<file path="src/rtl/load_store_unit.sv">
// -----------------------------------------------------------------------------
// load_store_unit
//   RV32I load/store unit for the multi-cycle core. Accepts one request at a
//   time from execute, drives a word-wide data memory through a strobe/ack
//   handshake and returns a single-cycle response carrying the extended load
//   data, the echoed destination register and an error code.
//
// Ports
//   clk, rst        clock and synchronous active-high reset
//   req_*           request channel (valid/ready), fields latched on accept
//   resp_*          one-cycle response pulse: data, rd and error code
//                   (00 ok, 01 misaligned, 10 timeout, 11 illegal funct3)
//   mem_*           data memory: word address, one-cycle read/write strobes,
//                   byte enables, lane-replicated write data, read data, ack
// -----------------------------------------------------------------------------
module load_store_unit #(
    parameter int ADDR_W  = 7,
    parameter int TIMEOUT = 16
) (
    input  logic              clk,
    input  logic              rst,
    input  logic              req_valid,
    output logic              req_ready,
    input  logic              req_store,
    input  logic [2:0]        req_funct3,
    input  logic [31:0]       req_addr,
    input  logic [31:0]       req_wdata,
    input  logic [4:0]        req_rd,
    output logic              resp_valid,
    output logic [31:0]       resp_data,
    output logic [4:0]        resp_rd,
    output logic [1:0]        resp_err,
    output logic [ADDR_W-1:0] mem_addr,
    output logic              mem_rden,
    output logic              mem_wren,
    output logic [3:0]        mem_be,
    output logic [31:0]       mem_wdata,
    input  logic [31:0]       mem_rdata,
    input  logic              mem_ack
);

    localparam logic [1:0] ERR_OK       = 2'b00;
    localparam logic [1:0] ERR_MISALIGN = 2'b01;
    localparam logic [1:0] ERR_TIMEOUT  = 2'b10;
    localparam logic [1:0] ERR_ILLEGAL  = 2'b11;

    typedef enum logic [1:0] {S_IDLE, S_ACCESS, S_WAIT, S_RESP} state_t;

    state_t            state_q, state_d;
    logic [7:0]        cnt_q, cnt_d;
    logic              store_q;
    logic [2:0]        funct3_q;
    logic [1:0]        lane_q;
    logic [4:0]        rd_q;
    logic [ADDR_W-1:0] mem_addr_q;
    logic [3:0]        mem_be_q;
    logic [31:0]       mem_wdata_q;
    logic [31:0]       resp_data_q;
    logic [4:0]        resp_rd_q;
    logic [1:0]        resp_err_q;

    logic              req_illegal, req_misaligned;
    logic [3:0]        req_be;
    logic [31:0]       req_wdata_lanes;
    logic              req_accept, issue_access, resp_load;
    logic [1:0]        resp_err_d;
    logic [31:0]       load_data, rdata_shift;
    logic [15:0]       half_sel;

    // Address bits above the memory window wrap silently.
    logic unused_addr_bits;
    assign unused_addr_bits = ^req_addr[31:ADDR_W+2];

    // Request decode: legality, alignment, byte lanes and replicated store data.
    // NOTE: every always_comb output gets a default first so no latch is inferred.
    always_comb begin
        req_illegal     = 1'b0;
        req_misaligned  = 1'b0;
        req_be          = 4'b1111;
        req_wdata_lanes = req_wdata;
        if (req_store) begin
            req_illegal = (req_funct3 >= 3'd3);
        end else begin
            req_illegal = (req_funct3 == 3'd3) || (req_funct3 == 3'd6) || (req_funct3 == 3'd7);
        end
        // funct3[1:0] encodes width for both signed and unsigned loads.
        case (req_funct3[1:0])
            2'd1:    req_misaligned = req_addr[0];
            2'd2:    req_misaligned = |req_addr[1:0];
            default: req_misaligned = 1'b0;
        endcase
        if (req_store) begin
            case (req_funct3[1:0])
                2'd0: begin
                    req_be          = 4'b0001 << req_addr[1:0];
                    req_wdata_lanes = {4{req_wdata[7:0]}};
                end
                2'd1: begin
                    req_be          = 4'b0011 << {req_addr[1], 1'b0};
                    req_wdata_lanes = {2{req_wdata[15:0]}};
                end
                default: ;
            endcase
        end
    end

    // Load extraction from the returned word using the latched byte offset.
    always_comb begin
        rdata_shift = mem_rdata >> {lane_q, 3'b000};
        half_sel    = lane_q[1] ? mem_rdata[31:16] : mem_rdata[15:0];
        case (funct3_q)
            3'd0:    load_data = {{24{rdata_shift[7]}}, rdata_shift[7:0]};
            3'd1:    load_data = {{16{half_sel[15]}}, half_sel};
            3'd4:    load_data = {24'd0, rdata_shift[7:0]};
            3'd5:    load_data = {16'd0, half_sel};
            default: load_data = mem_rdata;
        endcase
    end

    // Next-state logic.
    always_comb begin
        state_d      = state_q;
        cnt_d        = cnt_q;
        req_accept   = 1'b0;
        issue_access = 1'b0;
        resp_load    = 1'b0;
        resp_err_d   = ERR_OK;
        case (state_q)
            S_IDLE: begin
                if (req_valid) begin
                    req_accept = 1'b1;
                    state_d    = S_RESP;
                    // Illegal width takes priority over misalignment.
                    if (req_illegal) begin
                        resp_load  = 1'b1;
                        resp_err_d = ERR_ILLEGAL;
                    end else if (req_misaligned) begin
                        resp_load  = 1'b1;
                        resp_err_d = ERR_MISALIGN;
                    end else begin
                        issue_access = 1'b1;
                        state_d      = S_ACCESS;
                    end
                end
            end
            S_ACCESS: begin
                if (mem_ack) begin
                    state_d   = S_RESP;
                    resp_load = 1'b1;
                end else begin
                    state_d = S_WAIT;
                    cnt_d   = 8'd0;
                end
            end
            S_WAIT: begin
                if (mem_ack) begin
                    state_d   = S_RESP;
                    resp_load = 1'b1;
                end else if (cnt_q == 8'(TIMEOUT - 1)) begin
                    state_d    = S_RESP;
                    resp_load  = 1'b1;
                    resp_err_d = ERR_TIMEOUT;
                end else begin
                    cnt_d = cnt_q + 8'd1;
                end
            end
            default: state_d = S_IDLE;
        endcase
    end

    // NOTE: sequential state uses non-blocking assignments only, so every
    // register samples pre-edge values regardless of block ordering.
    always_ff @(posedge clk) begin
        if (rst) begin
            state_q     <= S_IDLE;
            cnt_q       <= 8'd0;
            store_q     <= 1'b0;
            funct3_q    <= 3'd0;
            lane_q      <= 2'd0;
            rd_q        <= 5'd0;
            mem_addr_q  <= '0;
            mem_be_q    <= 4'd0;
            mem_wdata_q <= 32'd0;
            resp_data_q <= 32'd0;
            resp_rd_q   <= 5'd0;
            resp_err_q  <= ERR_OK;
        end else begin
            state_q <= state_d;
            cnt_q   <= cnt_d;
            if (req_accept) begin
                store_q  <= req_store;
                funct3_q <= req_funct3;
                lane_q   <= req_addr[1:0];
                rd_q     <= req_rd;
            end
            // The memory bus only changes when a real access is issued.
            if (issue_access) begin
                mem_addr_q  <= req_addr[ADDR_W+1:2];
                mem_be_q    <= req_be;
                mem_wdata_q <= req_wdata_lanes;
            end
            if (resp_load) begin
                resp_err_q <= resp_err_d;
                // Errors from IDLE never look at store_q: their code is non-zero.
                if (resp_err_d == ERR_OK && !store_q) begin
                    resp_data_q <= load_data;
                    resp_rd_q   <= rd_q;
                end else begin
                    resp_data_q <= 32'd0;
                    resp_rd_q   <= 5'd0;
                end
            end
        end
    end

    assign req_ready  = (state_q == S_IDLE);
    // Strobes and the response pulse are suppressed while reset is asserted.
    assign resp_valid = (state_q == S_RESP) && !rst;
    assign mem_rden   = (state_q == S_ACCESS) && !store_q && !rst;
    assign mem_wren   = (state_q == S_ACCESS) && store_q && !rst;
    assign resp_data  = resp_data_q;
    assign resp_rd    = resp_rd_q;
    assign resp_err   = resp_err_q;
    assign mem_addr   = mem_addr_q;
    assign mem_be     = mem_be_q;
    assign mem_wdata  = mem_wdata_q;

endmodule

</file>
<file path="config.mk">
export PLATFORM = sky130hd
export DESIGN_NAME = load_store_unit
export DESIGN_NICKNAME = d
export VERILOG_FILES = /design/src/rtl/load_store_unit.sv
export SDC_FILE = /design/constraint.sdc
export NUM_CORES = 1
export LEC_CHECK = 0
export CORE_MARGIN = 3
export CORE_UTILIZATION = 43
export CTS_CLUSTER_DIAMETER = 200
export DETAILED_ROUTE_END_ITERATION = 16
export PLACE_DENSITY = 0.8
export SLEW_MARGIN = 30
export SYNTH_ARGS = -nofsm -noshare
export SYNTH_HDL_FRONTEND = slang
export SYNTH_SLANG_ARGS = --single-unit
</file>
<file path="constraint.sdc">
create_clock -name clk -period 2.5 [get_ports clk]
set_input_delay 0.375 -clock clk [delete_from_list [all_inputs] [get_ports clk]]
set_output_delay 0.375 -clock clk [all_outputs]
set_load 0.1 [all_outputs]
</file>
==> metrics.md, run 1 <==
| Metric | Value |
|---|---|
| Worst path arrival time | `2.53 ns` |
| Worst slack, placed | `-0.0862 ns` |
| R2R setup slack | `0.31 ns` |
| HP Start | `rst` |
| Pwr Density | `933 nW/um^2` |
| Sw Pwr | `3.03 mW` |
| Pins over their slew limit | `0` |
| Synth Net Count | `676` |
| Number of buffers inserted by hold repair at cts | `0` |
| DRC viols | `0` |
| Final non-filler cell total | `865` |
| DR pass1 iterations | `5` |
| Core box area | `10,500 um^2` |
| Cell Area, Synth | `4720 um^2` |
| Worst setup SP type | `input pin` |
| Most frequent cells in the layout | `nand2_1, dfxtp_1, buf_4, clkdlybuf4s50_1, nor2_1` |
| Tmin final | `2.23 ns` |
| Post-CTS setup buffers | `0` |
| RSZ-0062 raised after global routing | `false` |
| Layout net count | `843` |
| Largest stage delay, worst path | `0.54 ns` |
| FFs w/ async S/R, synth | `0` |
| Peak VDD IR | `696 uV` |
| Status | `complete, no violations` |
| Fraction of layout cells with a size suffix above 1 | `0.198` |
| WP data required | `2.80 ns` |
| Worst setup margin | `0.268 ns` |
| DP Wirelength | `10.6 mm` |
| GRT overflow | `0` |
| Library cells used by synthesis | `54` |
| # resized after CTS | `0` |
| EDFF count, synth | `0` |
| Combinational share of power | `0.500` |
| Synthesized instance count | `557` |
| Seq pwr share | `0.329` |
| Inserted Clock Buffers | `9` |
| Worst hold path class | `in -> reg` |
| Power share of the clock group | `0.171` |
| Worst slew pin tran | `0.676 ns` |
| CTS H-tree lvls | `3` |
| TritonCTS clock tree | `yes` |
| Die height | `111 um` |
| Die area | `12,300 um^2` |
| Drt total wl | `14.2 mm` |
| Final setup vio count | `0` |
| DR WL/cell | `16.5 um` |
| Power Total | `6.24 mW` |
| Die Span X | `111 um` |
| R2r startpoint | `cnt_q[0]$_SDFFE_PP0P_` |
| Critical path class | `in -> reg` |
| Fmax | `448 MHz` |
| Critical Path Most Common Cell | `o21a_1` |
| Switching share of power | `0.486` |
| Final period util | `0.893` |
| Slew headroom | `0.546` |
| Commonest non-fill, non-tap cell in the layout | `nand2_1` |
| Crit end category | `flop` |
| Register area share after synthesis | `0.437` |
| Clock sink total | `103` |
| Largest net degree at the start of global routing | `55` |
| Final Hold Viols | `0` |
| Dpl cells | `849` |
| Yosys reg bits | `103` |
| Initial core utilization | `0.449` |
| Worst setup path start | `req_funct3[0]` |
| Initial antenna violation count | `0` |
| Prevailing post-synth register cell | `dfxtp_1` |
| CP Cell Sequence | `clkdlybuf4s50_1 > inv_1 > ha_1 > o21a_1 > o21a_1 > o21ai_0 > and3_1 > buf_12 > o2bb2ai_1` |
| Area Overhead vs Synth | `41.6%` |
| Setup TNS | `0 ns` |
| Max Cap Viol | `0` |
| Inserted Diodes | `0` |
| Synth warn | `0` |
| Detail Route Antenna Nets | `0` |
| Port-buffer cells | `171` |
| Cell Rows | `37` |
| RD Place Congestion | `0.865` |
| Clk Latency, worst-skew pair | `0.37 ns` |
| Vias per cell | `5.46` |
| Power Internal | `3.21 mW` |
| I/O Pins | `195` |
| Gr usage total | `0.226` |
| Vias | `4,721` |
| Iter 0 DRT Violations | `267` |
| First-pass GRT wire length | `23.0 mm` |
| CP Max Fanout | `37` |
| Syn Area/Cell | `8.47 um^2` |
| P_leak | `2.77 nW` |
| Max clock buf depth | `2` |
| Clock skew | `0.00601 ns` |
| CTS clk-pin slew, worst paths | `0.09 ns` |
| Slowest cell on crit path | `clkdlybuf4s50_1` |
| Number of global-route vias before repair | `4,633` |
| Clk root buf | `clkbuf_8` |
[cell families after synthesis]
logic type               after synthesis  share of synthesized area
multiplexers                          11                     0.0236
flip-flops                           103                      0.437
adder cells (fa/ha/maj)               10                     0.0265
buffers and inverters                 60                     0.0575
AND/OR/NAND/NOR                      207                      0.191
XOR/XNOR                               6                     0.0111
AO/OA/AOI/OAI                        160                      0.253
[layer usage]
layer  part of all wire  global-route usage  routed length [um]
met4              0.016              0.0649                 233
met2               0.48               0.384                6900
met3              0.089              0.0764                1260
met1               0.41               0.271                5830
met5                  0                   0                   0
[layout make-up]
cell class,instances,area (um^2)
fillers,891,3820
repair buffers,196,1780
clock inverters,5,56.3
flip-flops and latches,103,2060
inverters,20,75.1
multi-input cells,394,2400
clock buffers,11,141
well taps,136,170
[cells in the mapped netlist (2+ instances only)]
master | count | area [um^2]
nand2_1 | 107 | 402
dfxtp_1 | 103 | 2060
nor2_1 | 58 | 218
a21oi_1 | 34 | 170
o2bb2ai_1 | 28 | 245
clkbuf_1 | 23 | 86.3
a311oi_1 | 19 | 166
inv_1 | 19 | 71.3
a22o_1 | 15 | 131
o21ai_0 | 15 | 75.1
nor3_1 | 11 | 55.1
a211oi_1 | 10 | 75.1
buf_2 | 10 | 50.1
ha_1 | 10 | 125
mux2i_1 | 10 | 100
a31oi_1 | 8 | 50.1
o22ai_1 | 8 | 50.1
a221oi_1 | 7 | 61.3
and3_1 | 5 | 31.3
xor2_1 | 5 | 43.8
buf_6 | 4 | 45.0
nand4_1 | 4 | 25.0
nand2b_1 | 3 | 18.8
nand3_1 | 3 | 15.0
nor2b_1 | 3 | 18.8
o2bb2ai_2 | 3 | 45.0
and2_1 | 2 | 12.5
buf_1 | 2 | 7.51
o21a_1 | 2 | 15.0
or2_2 | 2 | 12.5
[metrics by stage]
step	util	area [um^2]	hold slack, ns
detailed placement	0.617	6490	0.448
CTS	0.636	6690	0.439
global route	0.636	6690	0.467
finish	0.636	6690	0.457
floorplan	-	4720	0.437
global placement	0.617	6490	0.443
[path summary, 6_finish.rpt]
kind	end	cells after the start
min reg2reg	mem_wdata[7]$_SDFFE_PP0P_	2
max reg2reg	resp_data[7]$_SDFFE_PP0P_	7
max	resp_data[8]$_SDFFE_PP0P_	9
min	lane_q[1]$_SDFFE_PP0P_	3
[state kept, by name, summed over array words and instances, names as in the netlist]
name and count:
resp_err 2, funct3_q 3, resp_data 32, mem_addr 7, lane_q 2, state_q 2
resp_rd 5, store_q 1, cnt_q 8, rd_q 5, mem_wdata 32, mem_be 4
[critical path: cells and delay by family]
kind	cells	cell delay [ns]
simple gates	1	0.24
fa+ha+maj	1	0.23
buf+inv	3	0.84
compound gates	4	0.81
[power groups by stage]
stage / Combinational (mW) / Sequential [mW] / Clock [mW]
floorplan: 1.00 / 3.40 / 0
global placement: 3.08 / 2.07 / 0
detailed placement: 3.12 / 2.08 / 0
CTS: 3.13 / 2.05 / 1.09
global route: 3.29 / 2.08 / 1.15
finish: 3.12 / 2.05 / 1.06
Power figures use the tool's default switching activity.
==> run 2: changes to the inputs <==
--- a/config.mk
+++ b/config.mk
@@ -7,7 +7,7 @@
 export LEC_CHECK = 0
 export CORE_MARGIN = 3
 export CORE_UTILIZATION = 43
-export CTS_CLUSTER_DIAMETER = 200
+export CTS_CLUSTER_DIAMETER = 80
 export DETAILED_ROUTE_END_ITERATION = 16
 export PLACE_DENSITY = 0.8
 export SLEW_MARGIN = 30
==> results of run 2 <==
The final DEF is identical to that of run 1; final timing and power are the same.
